### config.mk
export PLATFORM = sky130hd
export DESIGN_NAME = otter_decode_stage_flat
export DESIGN_NICKNAME = d
export VERILOG_FILES = /design/src/rtl/otter_pkg.sv /design/src/rtl/otter_decode_stage_if.sv /design/src/rtl/otter_imm_gen.sv /design/src/rtl/otter_decode_stage.sv /design/src/flat_wrapper.sv
export SDC_FILE = /design/constraint.sdc
export NUM_CORES = 1
export LEC_CHECK = 0
export BUFFER_PORTS_ARGS = -buffer_cell sky130_fd_sc_hd__clkbuf_2
export CORE_MARGIN = 5
export CORE_UTILIZATION = 50
export CTS_BUF_LIST = sky130_fd_sc_hd__clkbuf_8
export DETAILED_ROUTE_END_ITERATION = 10
export GPL_TIMING_DRIVEN = 1
export HOLD_SLACK_MARGIN = 0.12
export PLACE_DENSITY = 0.9
export SLEW_MARGIN = 20
export SYNTH_ARGS = -nofsm -noshare
export SYNTH_HDL_FRONTEND = slang
export SYNTH_SLANG_ARGS = --single-unit
### constraint.sdc
create_clock -name CLK -period 3.19 [get_ports CLK]
set_clock_uncertainty 0.1 [all_clocks]
set_input_delay 0.319 -clock CLK [delete_from_list [all_inputs] [get_ports CLK]]
set_output_delay 0.319 -clock CLK [all_outputs]
set_load 0.05 [all_outputs]
### src/rtl/otter_pkg.sv
// Shared OTTER decode encodings: ALU codes, opcodes, operand selects,
// branch kinds and the registered control bundle handed to execute.
package otter_pkg;

   typedef enum logic [3:0] {
      ALU_ADD  = 4'b0000,
      ALU_SUB  = 4'b1000,
      ALU_SLL  = 4'b0001,
      ALU_SLT  = 4'b0010,
      ALU_SLTU = 4'b0011,
      ALU_XOR  = 4'b0100,
      ALU_SRL  = 4'b0101,
      ALU_SRA  = 4'b1101,
      ALU_OR   = 4'b0110,
      ALU_AND  = 4'b0111,
      ALU_LUI  = 4'b1001
   } alu_fun_t;

   typedef enum logic [6:0] {
      OPC_LOAD   = 7'b0000011,
      OPC_OP_IMM = 7'b0010011,
      OPC_AUIPC  = 7'b0010111,
      OPC_STORE  = 7'b0100011,
      OPC_OP     = 7'b0110011,
      OPC_LUI    = 7'b0110111,
      OPC_BRANCH = 7'b1100011,
      OPC_JALR   = 7'b1100111,
      OPC_JAL    = 7'b1101111
   } opcode_t;

   typedef enum logic [1:0] {
      SRCB_RS2 = 2'd0,
      SRCB_IMM = 2'd1,
      SRCB_PC  = 2'd2
   } srcb_sel_t;

   typedef enum logic [2:0] {
      BR_NONE   = 3'd0,
      BR_BRANCH = 3'd1,
      BR_JAL    = 3'd2,
      BR_JALR   = 3'd3
   } br_type_t;

   typedef struct packed {
      alu_fun_t   alu_fun;
      logic       srca_sel;
      srcb_sel_t  srcb_sel;
      logic [4:0] rs1;
      logic [4:0] rs2;
      logic [4:0] rd;
      logic       reg_we;
      logic       mem_we;
      logic       mem_re;
      br_type_t   br_type;
      logic [2:0] funct3;
      logic       illegal;
   } id_ctrl_t;

endpackage

### src/rtl/otter_decode_stage_if.sv
// Fetch-side and execute-side handshake plus decoded bundle
// of the OTTER decode stage.
interface otter_decode_stage_if #(
   parameter int XLEN = 32
);

   logic [31:0]     IR;
   logic [XLEN-1:0] PC_IN;
   logic            IN_VALID;
   logic            IN_READY;
   logic            FLUSH;
   logic            OUT_READY;
   logic            OUT_VALID;
   logic [XLEN-1:0] PC_OUT;
   logic [3:0]      ALU_FUN;
   logic            SRCA_SEL;
   logic [1:0]      SRCB_SEL;
   logic [XLEN-1:0] IMM;
   logic [4:0]      RS1;
   logic [4:0]      RS2;
   logic [4:0]      RD;
   logic            REG_WE;
   logic            MEM_WE;
   logic            MEM_RE;
   logic [2:0]      BR_TYPE;
   logic [2:0]      FUNCT3;
   logic            ILLEGAL;

   modport master (
      output IR, PC_IN, IN_VALID, FLUSH, OUT_READY,
      input  IN_READY, OUT_VALID, PC_OUT, ALU_FUN,
      input  SRCA_SEL, SRCB_SEL, IMM, RS1, RS2, RD,
      input  REG_WE, MEM_WE, MEM_RE, BR_TYPE, FUNCT3,
      input  ILLEGAL
   );

   modport slave (
      input  IR, PC_IN, IN_VALID, FLUSH, OUT_READY,
      output IN_READY, OUT_VALID, PC_OUT, ALU_FUN,
      output SRCA_SEL, SRCB_SEL, IMM, RS1, RS2, RD,
      output REG_WE, MEM_WE, MEM_RE, BR_TYPE, FUNCT3,
      output ILLEGAL
   );

endinterface

### src/rtl/otter_imm_gen.sv
// RV32I immediate extraction: I/S/B/U/J forms, sign-extended
// from IR[31] to XLEN.
module otter_imm_gen #(
   parameter int XLEN = 32
) (
   input  logic [31:7]     ir,
   output logic [XLEN-1:0] imm_i,
   output logic [XLEN-1:0] imm_s,
   output logic [XLEN-1:0] imm_b,
   output logic [XLEN-1:0] imm_u,
   output logic [XLEN-1:0] imm_j
);

   logic [31:0] i32;
   logic [31:0] s32;
   logic [31:0] b32;
   logic [31:0] u32;
   logic [31:0] j32;

   always_comb begin
      i32 = {{20{ir[31]}}, ir[31:20]};
      s32 = {{20{ir[31]}}, ir[31:25], ir[11:7]};
      b32 = {{19{ir[31]}}, ir[31], ir[7],
             ir[30:25], ir[11:8], 1'b0};
      u32 = {ir[31:12], 12'h000};
      j32 = {{11{ir[31]}}, ir[31], ir[19:12],
             ir[20], ir[30:21], 1'b0};
   end

   // signed casts widen past 32 bits when XLEN is larger
   assign imm_i = XLEN'($signed(i32));
   assign imm_s = XLEN'($signed(s32));
   assign imm_b = XLEN'($signed(b32));
   assign imm_u = XLEN'($signed(u32));
   assign imm_j = XLEN'($signed(j32));

endmodule

### src/rtl/otter_decode_stage.sv
// OTTER RV32I decode stage: one-cycle registered decode with
// valid/ready on both sides and flush of the held slot.
module otter_decode_stage
   import otter_pkg::*;
#(
   parameter int              XLEN     = 32,
   parameter logic [XLEN-1:0] RESET_PC = '0
) (
   input logic                CLK,
   input logic                RST_N,
   otter_decode_stage_if.slave bus
);

   logic [XLEN-1:0] imm_i;
   logic [XLEN-1:0] imm_s;
   logic [XLEN-1:0] imm_b;
   logic [XLEN-1:0] imm_u;
   logic [XLEN-1:0] imm_j;
   logic [XLEN-1:0] imm_sh;

   otter_imm_gen #(
      .XLEN (XLEN)
   ) u_imm_gen (
      .ir    (bus.IR[31:7]),
      .imm_i (imm_i),
      .imm_s (imm_s),
      .imm_b (imm_b),
      .imm_u (imm_u),
      .imm_j (imm_j)
   );

   logic [6:0] op;
   logic [2:0] f3;
   logic       is_shift;

   assign op       = bus.IR[6:0];
   assign f3       = bus.IR[14:12];
   assign is_shift = (f3 == 3'b001) || (f3 == 3'b101);
   assign imm_sh   = {{(XLEN-5){1'b0}}, bus.IR[24:20]};

   id_ctrl_t        dec;
   logic [XLEN-1:0] dec_imm;

   always_comb begin
      dec         = '0;
      dec_imm     = '0;
      dec.rs1     = bus.IR[19:15];
      dec.rs2     = bus.IR[24:20];
      dec.rd      = bus.IR[11:7];
      dec.funct3  = f3;
      dec.alu_fun = ALU_ADD;
      dec.br_type = BR_NONE;
      dec.srcb_sel = SRCB_RS2;
      unique case (op)
         OPC_OP: begin
            dec.alu_fun = alu_fun_t'({bus.IR[30], f3});
            dec.reg_we  = 1'b1;
         end
         OPC_OP_IMM: begin
            // IR[30] only selects SRA vs SRL; ADDI keeps ADD
            dec.alu_fun  = alu_fun_t'(
               {(f3 == 3'b101) ? bus.IR[30] : 1'b0, f3});
            dec.srcb_sel = SRCB_IMM;
            dec.reg_we   = 1'b1;
            dec_imm      = is_shift ? imm_sh : imm_i;
         end
         OPC_LUI: begin
            dec.alu_fun  = ALU_LUI;
            dec.srca_sel = 1'b1;
            dec.reg_we   = 1'b1;
            dec_imm      = imm_u;
         end
         OPC_AUIPC: begin
            dec.srca_sel = 1'b1;
            dec.srcb_sel = SRCB_PC;
            dec.reg_we   = 1'b1;
            dec_imm      = imm_u;
         end
         OPC_LOAD: begin
            dec.srcb_sel = SRCB_IMM;
            dec.mem_re   = 1'b1;
            dec.reg_we   = 1'b1;
            dec_imm      = imm_i;
         end
         OPC_STORE: begin
            dec.srcb_sel = SRCB_IMM;
            dec.mem_we   = 1'b1;
            dec_imm      = imm_s;
         end
         OPC_BRANCH: begin
            dec.br_type = BR_BRANCH;
            dec_imm     = imm_b;
         end
         OPC_JAL: begin
            dec.br_type = BR_JAL;
            dec.reg_we  = 1'b1;
            dec_imm     = imm_j;
         end
         OPC_JALR: begin
            dec.br_type  = BR_JALR;
            dec.srcb_sel = SRCB_IMM;
            dec.reg_we   = 1'b1;
            dec_imm      = imm_i;
         end
         default: begin
            dec.illegal = 1'b1;
         end
      endcase
      if (dec.rd == 5'd0) dec.reg_we = 1'b0;
   end

   logic            out_valid;
   logic            load;
   id_ctrl_t        ctrl_q;
   logic [XLEN-1:0] pc_q;
   logic [XLEN-1:0] imm_q;

   assign bus.IN_READY = !out_valid || bus.OUT_READY;
   assign load = bus.IN_VALID && bus.IN_READY && !bus.FLUSH;

   always_ff @(posedge CLK or negedge RST_N) begin
      if (!RST_N) begin
         out_valid <= 1'b0;
      end else if (bus.FLUSH) begin
         out_valid <= 1'b0;
      end else if (load) begin
         out_valid <= 1'b1;
      end else if (bus.OUT_READY) begin
         out_valid <= 1'b0;
      end
   end

   always_ff @(posedge CLK or negedge RST_N) begin
      if (!RST_N) begin
         ctrl_q <= '0;
         pc_q   <= RESET_PC;
         imm_q  <= '0;
      end else if (load) begin
         ctrl_q <= dec;
         pc_q   <= bus.PC_IN;
         imm_q  <= dec_imm;
      end
   end

   assign bus.OUT_VALID = out_valid;
   assign bus.PC_OUT    = pc_q;
   assign bus.IMM       = imm_q;
   assign bus.ALU_FUN   = ctrl_q.alu_fun;
   assign bus.SRCA_SEL  = ctrl_q.srca_sel;
   assign bus.SRCB_SEL  = ctrl_q.srcb_sel;
   assign bus.RS1       = ctrl_q.rs1;
   assign bus.RS2       = ctrl_q.rs2;
   assign bus.RD        = ctrl_q.rd;
   assign bus.REG_WE    = ctrl_q.reg_we;
   assign bus.MEM_WE    = ctrl_q.mem_we;
   assign bus.MEM_RE    = ctrl_q.mem_re;
   assign bus.BR_TYPE   = ctrl_q.br_type;
   assign bus.FUNCT3    = ctrl_q.funct3;
   assign bus.ILLEGAL   = ctrl_q.illegal;

endmodule

### src/flat_wrapper.sv
// flat-port wrapper written by rule: the top's interface ports become plain ports
module otter_decode_stage_flat import otter_pkg::*;
#(
   parameter int              XLEN     = 32,
   parameter logic [XLEN-1:0] RESET_PC = '0
)
  (CLK, RST_N, bus_IR, bus_PC_IN, bus_IN_VALID, bus_FLUSH, bus_OUT_READY, bus_IN_READY, bus_OUT_VALID, bus_PC_OUT, bus_ALU_FUN, bus_SRCA_SEL, bus_SRCB_SEL, bus_IMM, bus_RS1, bus_RS2, bus_RD, bus_REG_WE, bus_MEM_WE, bus_MEM_RE, bus_BR_TYPE, bus_FUNCT3, bus_ILLEGAL);
  otter_decode_stage_if #(.XLEN(XLEN)) bus_i ();
  input logic CLK;
  input logic RST_N;
  input wire logic [$bits(bus_i.IR)-1:0] bus_IR;
  input wire logic [$bits(bus_i.PC_IN)-1:0] bus_PC_IN;
  input wire logic [$bits(bus_i.IN_VALID)-1:0] bus_IN_VALID;
  input wire logic [$bits(bus_i.FLUSH)-1:0] bus_FLUSH;
  input wire logic [$bits(bus_i.OUT_READY)-1:0] bus_OUT_READY;
  output wire logic [$bits(bus_i.IN_READY)-1:0] bus_IN_READY;
  output wire logic [$bits(bus_i.OUT_VALID)-1:0] bus_OUT_VALID;
  output wire logic [$bits(bus_i.PC_OUT)-1:0] bus_PC_OUT;
  output wire logic [$bits(bus_i.ALU_FUN)-1:0] bus_ALU_FUN;
  output wire logic [$bits(bus_i.SRCA_SEL)-1:0] bus_SRCA_SEL;
  output wire logic [$bits(bus_i.SRCB_SEL)-1:0] bus_SRCB_SEL;
  output wire logic [$bits(bus_i.IMM)-1:0] bus_IMM;
  output wire logic [$bits(bus_i.RS1)-1:0] bus_RS1;
  output wire logic [$bits(bus_i.RS2)-1:0] bus_RS2;
  output wire logic [$bits(bus_i.RD)-1:0] bus_RD;
  output wire logic [$bits(bus_i.REG_WE)-1:0] bus_REG_WE;
  output wire logic [$bits(bus_i.MEM_WE)-1:0] bus_MEM_WE;
  output wire logic [$bits(bus_i.MEM_RE)-1:0] bus_MEM_RE;
  output wire logic [$bits(bus_i.BR_TYPE)-1:0] bus_BR_TYPE;
  output wire logic [$bits(bus_i.FUNCT3)-1:0] bus_FUNCT3;
  output wire logic [$bits(bus_i.ILLEGAL)-1:0] bus_ILLEGAL;
  assign bus_i.IR = bus_IR;
  assign bus_i.PC_IN = bus_PC_IN;
  assign bus_i.IN_VALID = bus_IN_VALID;
  assign bus_i.FLUSH = bus_FLUSH;
  assign bus_i.OUT_READY = bus_OUT_READY;
  assign bus_IN_READY = bus_i.IN_READY;
  assign bus_OUT_VALID = bus_i.OUT_VALID;
  assign bus_PC_OUT = bus_i.PC_OUT;
  assign bus_ALU_FUN = bus_i.ALU_FUN;
  assign bus_SRCA_SEL = bus_i.SRCA_SEL;
  assign bus_SRCB_SEL = bus_i.SRCB_SEL;
  assign bus_IMM = bus_i.IMM;
  assign bus_RS1 = bus_i.RS1;
  assign bus_RS2 = bus_i.RS2;
  assign bus_RD = bus_i.RD;
  assign bus_REG_WE = bus_i.REG_WE;
  assign bus_MEM_WE = bus_i.MEM_WE;
  assign bus_MEM_RE = bus_i.MEM_RE;
  assign bus_BR_TYPE = bus_i.BR_TYPE;
  assign bus_FUNCT3 = bus_i.FUNCT3;
  assign bus_ILLEGAL = bus_i.ILLEGAL;
  otter_decode_stage #(.XLEN(XLEN), .RESET_PC(RESET_PC)) u_core (.CLK(CLK), .RST_N(RST_N), .bus(bus_i));
endmodule
==> run summary, run 1 <==
Final worst path period share: 70.12%
Final number of hold-violating endpoints: 0
Iter 0 DRT Violations: 214
DPL Wire Length: 8497 um
Hold path depth: 3
Final count of pins violating max slew: 0
Source of the worst register-to-register timing path: u_core.bus.OUT_VALID
Flop2flop setup slack: 1.12 ns
Filler cell count: 619
Crit path kind: in2reg
Total clock buffers created by CTS: 9
Mean instance size in the synthesized netlist: 9.221 um2
Buffer count from post-CTS setup fixing: 0
Pwr/cell area: 549.6 mW/mm2
CTS sink cnt: 96
Startpoint of the tightest hold check path: bus_IN_VALID
Initial antenna violation count: 0
RePlAce Congestion: 0.9559
Worst Hold Path EP: u_core.bus.OUT_VALID
Gr usage total: 25.35%
Leading cell types in the layout, fill and taps excluded: nand2_1, clkbuf_2, dfrtp_1
Number of synthesis warnings: 0
Pwr Total: 0.003242 W
Switch share: 35.56%
Area overhead of the layout relative to synthesis: 39.06%
Setup TNS after final layout: 0 ns
Number of H-tree levels: 3
Share of total power in the clock network: 29.3%
Library cell used as clock root buffer: clkbuf_8
DRT antenna net count: 0
Clk Latency, worst-skew pair: 0.35 ns
Lkg Pwr: 3.141 nW
Reg2reg end: u_core.bus.BR_TYPE[1]
Vias in the first global route: 4230
I/O pin count: 167
Post-route cell area: 0.005898 mm2
Class of the most critical hold timing path: in2reg
Register-to-Register Path Depth: 4
CTS tree: done
Share of cells above drive strength 1: 32.24%
Effective utilization at floorplan: 51.36%
Endpoints failing setup: 0
Drt wl/cell: 16.85 um
Placeable core region: 0.008258 mm2
EDFF count, synth: 0
Total Wirelength: 13090 um
Remaining DRCs: 0
Nets@finish: 735
Sequential area share after synthesis: 56.64%
Pin count of the biggest net entering global routing: 85
Clock transition at the register clock pins on the worst setup and hold paths after CTS: 0.09 ns
Register bit total from synthesis: 96
Largest fanout on the critical path: 11
Total placed instance area: 0.005116 mm2
Core utilization of the finished layout: 71.42%
Number of distinct library cells after synthesis: 51
Via count: 4116
Top_reg_cell synth: dfrtp_1
Via count normalized by instance count: 5.297
Synthesized cell area: 0.004242 mm2
Type of element capturing the critical path: flop
Maximum number of buffers from clock root to sink: 2
Worst max-slew margin expressed relative to the limit: 45.35%
Total global routing overflow: 0
First-pass GRT wire length: 20530 um
NetSw: 0.001153 W
Unrepaired setup endpoints after global routing: no
Int Power: 0.002089 W
Combinational power share: 27.7%
Share of synthesized flip-flops with an asynchronous set or reset: 100.0%
Reg power frac: 43.1%
Highest achievable clock rate: 447.1 MHz
Minimum clock period: 2.237 ns
Area enclosed by the die boundary: 0.01043 mm2
Kind of start point of the critical path: input port
Rows: 33
Net count after synthesis: 529
Worst Hold Slack: 0.1401 ns
Detailed-router iteration count before antenna repair: 5
Count of input and output buffers: 165
Count of cells resized by post-cts repair: 0
CP required: 3.30 ns
Worst endpoint data arrival time: 2.35 ns
Worst voltage drop across the vdd grid: 0.3116 mV
Vert. Die Dim: 102.1 um
Cts-stage hold buffer count: 53
Commonest non-fill, non-tap cell in the layout: nand2_1
Transition time at the pin with the least slew margin: 0.8129 ns
Count of maximum capacitance violations: 0
Number of standard cells after synthesis: 460
Die X-Extent: 102.1 um
Run status: finished clean
final cells by class:
type	instances	area [um2]	share of cell area [%]
clock buffers	10	137.6	2.333
multi-input cells	335	1700	28.83
diodes	2	5.005	0.08485
flip-flops and latches	96	2402	40.73
repair buffers	223	1413	23.95
well taps	105	131.4	2.227
inverters	1	3.754	0.06364
clock inverters	5	105.1	1.782
state kept, by name, summed over array words and instances, names as in the netlist:
signal,cells
u_core.bus.IMM,32
u_core.bus.BR_TYPE,2
u_core.bus.SRCB_SEL,2
u_core.bus.SRCA_SEL,1
u_core.bus.RD,5
u_core.bus.MEM_WE,1
u_core.bus.PC_OUT,32
u_core.bus.MEM_RE,1
u_core.bus.ILLEGAL,1
u_core.bus.OUT_VALID,1
u_core.bus.REG_WE,1
u_core.bus.FUNCT3,3
u_core.bus.RS2,5
u_core.bus.ALU_FUN,4
u_core.bus.RS1,5
cells by family after synthesis:
| group | after synthesis | share of synthesized area [%] |
|---|---|---|
| AOI/OAI and AO/OA | 61 | 12.57 |
| buffers and inverters | 29 | 3.569 |
| DFF | 96 | 56.64 |
| muxes | 2 | 0.5015 |
| and+or+nand+nor | 271 | 26.64 |
| other | 1 | 0.08841 |
cells in the mapped netlist (2+ instances only):
cell type,n,area (um2)
a221oi_1,5,43.79
a21oi_1,10,50.05
nor3_1,2,10.01
nor2b_1,2,12.51
nand2b_1,4,25.02
a22o_1,2,17.52
nand3_1,12,60.06
nand3b_1,2,15.01
clkbuf_1,6,22.52
buf_2,10,50.05
dfrtp_1,96,2402
o21ai_2,8,70.07
o21ai_1,4,20.02
buf_4,4,30.03
a32oi_1,2,17.52
buf_6,2,22.52
nand2_1,217,814.5
nor2_1,21,78.83
a22oi_2,10,125.1
o21a_1,2,15.01
o21ai_0,4,20.02
buf_1,6,22.52
how the worst max path moves through the flow:
| stage | from | end | slack, ns | cells past startpoint |
|---|---|---|---|---|
| finish | bus_IR[12] | u_core.bus.IMM[30] | 0.95 | 7 |
| global placement | bus_IR[5] | u_core.bus.IMM[11] | 1.05 | 7 |
| floorplan | u_core.bus.OUT_VALID | u_core.bus.IMM[30] | 1.03 | 7 |
| detailed placement | bus_IR[5] | u_core.bus.IMM[11] | 0.93 | 7 |
| CTS | bus_IR[12] | u_core.bus.IMM[30] | 0.97 | 7 |
| global route | bus_IR[12] | u_core.bus.IMM[23] | 0.88 | 7 |
routing by layer:
| metal | wire, um | part of all wire (%) | global-route usage [%] | up-vias |
|---|---|---|---|---|
| met2 | 6611 | 51 | 42.33 | 199 |
| li1 | - | - | - | 1916 |
| met1 | 4867 | 37 | 29.63 | 1935 |
| met5 | 0 | 0 | 0 | - |
| met4 | 726 | 5.5 | 16.75 | 0 |
| met3 | 884 | 6.8 | 5.051 | 66 |
worst max-delay path, cell delays in order:
cell	delay (ns)
dlygate4sd3_1	0.52
clkbuf_2	0.15
nor2b_1	0.27
o21a_1	0.19
o22ai_4	0.12
a21oi_2	0.58
a22oi_1	0.18
metrics by stage:
stage / setup slack (ns) / std cells
after floorplan: 1.033 / 460
after global placement: 1.046 / 707
after detailed placement: 0.9320 / 707
after CTS: 0.9693 / 775
after global routing: 0.8776 / 775
final: 0.9531 / 777
power groups by stage:
stage               combinational [W]  clock, W  sequential (W)
global placement             0.000824         0         0.00141
finish                       0.000897  0.000948         0.00140
global route                 0.000949   0.00101         0.00141
floorplan                    0.000181         0         0.00182
detailed placement           0.000841         0         0.00142
CTS                          0.000892  0.000972         0.00139
(Power assumes the default switching activity.)
==> run 2, diff against run 1 <==
- CORE_UTILIZATION: 50 -> 45
- PLACE_DENSITY: 0.9 -> 0.86
- clock period: 3.19 -> 1.9 ns (I/O delays scaled with it)
==> run summary, run 2 (same netlist as run 1, synthesis figures left out) <==
Run status: finished clean (unchanged)
Int Power: 0.003249 W (was 0.002089 W)
Effective utilization at floorplan: 46.12% (was 51.36%)
Commonest non-fill, non-tap cell in the layout: nand2_1 (unchanged)
Final count of pins violating max slew: 0 (unchanged)
Vert. Die Dim: 107.1 um (was 102.1 um)
I/O pin count: 167 (unchanged)
Maximum number of buffers from clock root to sink: 2 (unchanged)
Lkg Pwr: 3.226 nW (was 3.141 nW)
Clk Latency, worst-skew pair: 0.35 ns (about the same)
Area overhead of the layout relative to synthesis: 42.98% (was 39.06%)
Highest achievable clock rate: 544.5 MHz
Placeable core region: 0.009196 mm2 (was 0.008258 mm2)
CTS tree: done (unchanged)
Number of cells in the finished layout apart from fillers: 802 (was 777)
Switch share: 38.13% (was 35.56%)
Area occupied by multi-input gates: 0.001710 mm2 (was 0.001700 mm2)
Remaining DRCs: 0 (unchanged)
Detailed-router iteration count before antenna repair: 5 (unchanged)
DRT antenna net count: 0 (unchanged)
Share of cells above drive strength 1: 33.33% (was 32.24%)
Die X-Extent: 107.1 um (was 102.1 um)
Kind of start point of the critical path: input port (unchanged)
Count of input and output buffers: 165 (unchanged)
Pwr/cell area: 865.9 mW/mm2 (was 549.6 mW/mm2)
Highest metal layer with signal wires: met4 (unchanged)
Area of all sequential standard cells: 0.002404 mm2 (was 0.002402 mm2)
Routed wl met3: 1122 um (was 884 um)
Stage delay of the slowest cell on the critical path: 0.54 ns (was 0.58 ns)
Type of element capturing the critical path: flop (unchanged)
Nets@finish: 754 (was 735)
Rows: 35 (was 33)
Worst endpoint data arrival time: 1.99 ns (was 2.35 ns)
Count of maximum capacitance violations: 0 (unchanged)
Pwr Total: 0.005251 W (was 0.003242 W)
Gr usage total: 24.37% (was 25.35%)
Met1 WL: 5269 um (was 4867 um)
Class of the most critical hold timing path: in2async (was in2reg)
Cell-by-cell listing of the critical path: dlygate4sd3_1, clkbuf_2, nor2b_1, o21a_1, o22ai_4, buf_4, o21ai_0, o21ai_1 (was dlygate4sd3_1, clkbuf_2, nor2b_1, o21a_1, o22ai_4, a21oi_2, a22oi_1)
Placed insts: 722 (was 707)
Via count: 4261 (was 4116)
Clock transition at the register clock pins on the worst setup and hold paths after CTS: 0.11 ns (was 0.09 ns)
Reg power frac: 44.7% (was 43.1%)
Combinational power share: 29.6% (was 27.7%)
Total global routing overflow: 0 (unchanged)
NetSw: 0.002002 W (was 0.001153 W)
First-pass GRT wire length: 22120 um (was 20530 um)
Filler cell count: 755 (was 619)
Final number of hold-violating endpoints: 0 (unchanged)
Leading cell types in the layout, fill and taps excluded: nand2_1, clkbuf_2, dfrtp_1 (unchanged)
Core utilization of the finished layout: 65.95% (was 71.42%)
Drt wl/cell: 17.27 um (was 16.85 um)
Minimum clock period: 1.837 ns
DR WL met2: 6702 um (was 6611 um)
Total clock buffers created by CTS: 9 (unchanged)
RePlAce Congestion: 0.9279 (was 0.9559)
Iter 0 DRT Violations: 357 (was 214)
Largest fanout on the critical path: 7 (was 11)
Vias in the first global route: 4364 (was 4230)
Unrepaired setup endpoints after global routing: no (unchanged)
Setup TNS after final layout: 0 ns (unchanged)
Buffers plus inverters on the worst setup path: 3 (was 2)
Final worst path period share: 96.67%
Initial antenna violation count: 1 (was 0)
Pin count of the biggest net entering global routing: 61 (was 85)
Library cell used as clock root buffer: clkbuf_8 (unchanged)
Worst Hold Slack: 0.1806 ns (was 0.1401 ns)
CTS sink cnt: 96 (unchanged)
Total Wirelength: 13850 um (was 13090 um)
Share of total power in the clock network: 25.6% (was 29.3%)
Endpoints failing setup: 0 (unchanged)
Crit-path slowest cell: dlygate4sd3_1 (was a21oi_2)
Via count normalized by instance count: 5.313 (was 5.297)
Area enclosed by the die boundary: 0.01147 mm2 (was 0.01043 mm2)
Worst voltage drop across the vdd grid: 0.5714 mV (was 0.3116 mV)
Cell family contributing the most delay on the critical path: buffers and inverters (was compound AO/OA/AOI/OAI gates)
Crit path kind: in2reg (unchanged)
Number of H-tree levels: 3 (unchanged)
CP required: 2.05 ns (was 3.30 ns)
DPL Wire Length: 9153 um (was 8497 um)
## run 2: cell types whose count changed in the layout (fill, tap and decap cells not counted), sizes merged
cell         delta
dlygate4sd3     +9
clkinv          +3
clkinvlp        -1
diode           -1
inv             +2
bufinv          -2
buf            +10
clkbuf          -1
## run 2: what timing repair did
item | 4_1_cts | 5_1_grt
setup buffers | 0 | 1
endpoints found under the hold margin | 183 | 0
gates resized for setup | 1 | 0
endpoints found under the setup margin | 11 | 11
pin swaps | 0 | 1
hold buffers | 62 | 0
## run 2: cell type report
cell class              instances  area share, %
diodes                          1        0.04126
clock buffers                   9          2.043
clock inverters                 7          1.155
inverters                       1        0.06189
multi-input cells             335          28.20
flip-flops and latches         96          39.63
well taps                     111          2.290
repair buffers                242          26.57
## run 2: path summary, 6_finish.rpt
kind / startpoint / to / slack (ns) / cells past startpoint
max: bus_IR[13] / u_core.bus.IMM[31] / 0.06 / 8
min: RST_N / u_core.bus.IMM[8] / 0.18 / 2
max reg2reg: u_core.bus.OUT_VALID / u_core.bus.IMM[11] / 0.15 / 6
min reg2reg: u_core.bus.FUNCT3[1] / u_core.bus.FUNCT3[1] / 0.38 / 2
max in group asynchronous: RST_N / u_core.bus.IMM[15] / 0.86 / 3
min in group CLK: bus_IR[5] / u_core.bus.BR_TYPE[0] / 0.21 / 3
## run 2: per-layer routing
layer	vias up	track usage (%)
met5	-	0
met4	0	13.79
met3	68	5.840
met2	252	40.21
met1	1986	29.06
li1	1955	-
## run 2: power groups by stage
stage / combinational [W] / clock [W] / sequential [W]
floorplan: 0.000304 / 0 / 0.00306
global placement: 0.00141 / 0 / 0.00237
detailed placement: 0.00144 / 0 / 0.00238
CTS: 0.00154 / 0.00138 / 0.00234
global route: 0.00164 / 0.00146 / 0.00237
finish: 0.00156 / 0.00135 / 0.00235
## run 2: metrics by stage
| step | setup slack [ns] | cell area [um2] |
|---|---|---|
| global route | 0.01765 | 6065 |
| finish | 0.06336 | 6065 |
| detailed placement | -0.08277 | 5220 |
| floorplan | 0.04299 | 4247 |
| global placement | 0.01257 | 5220 |
| CTS | 0.01482 | 6042 |
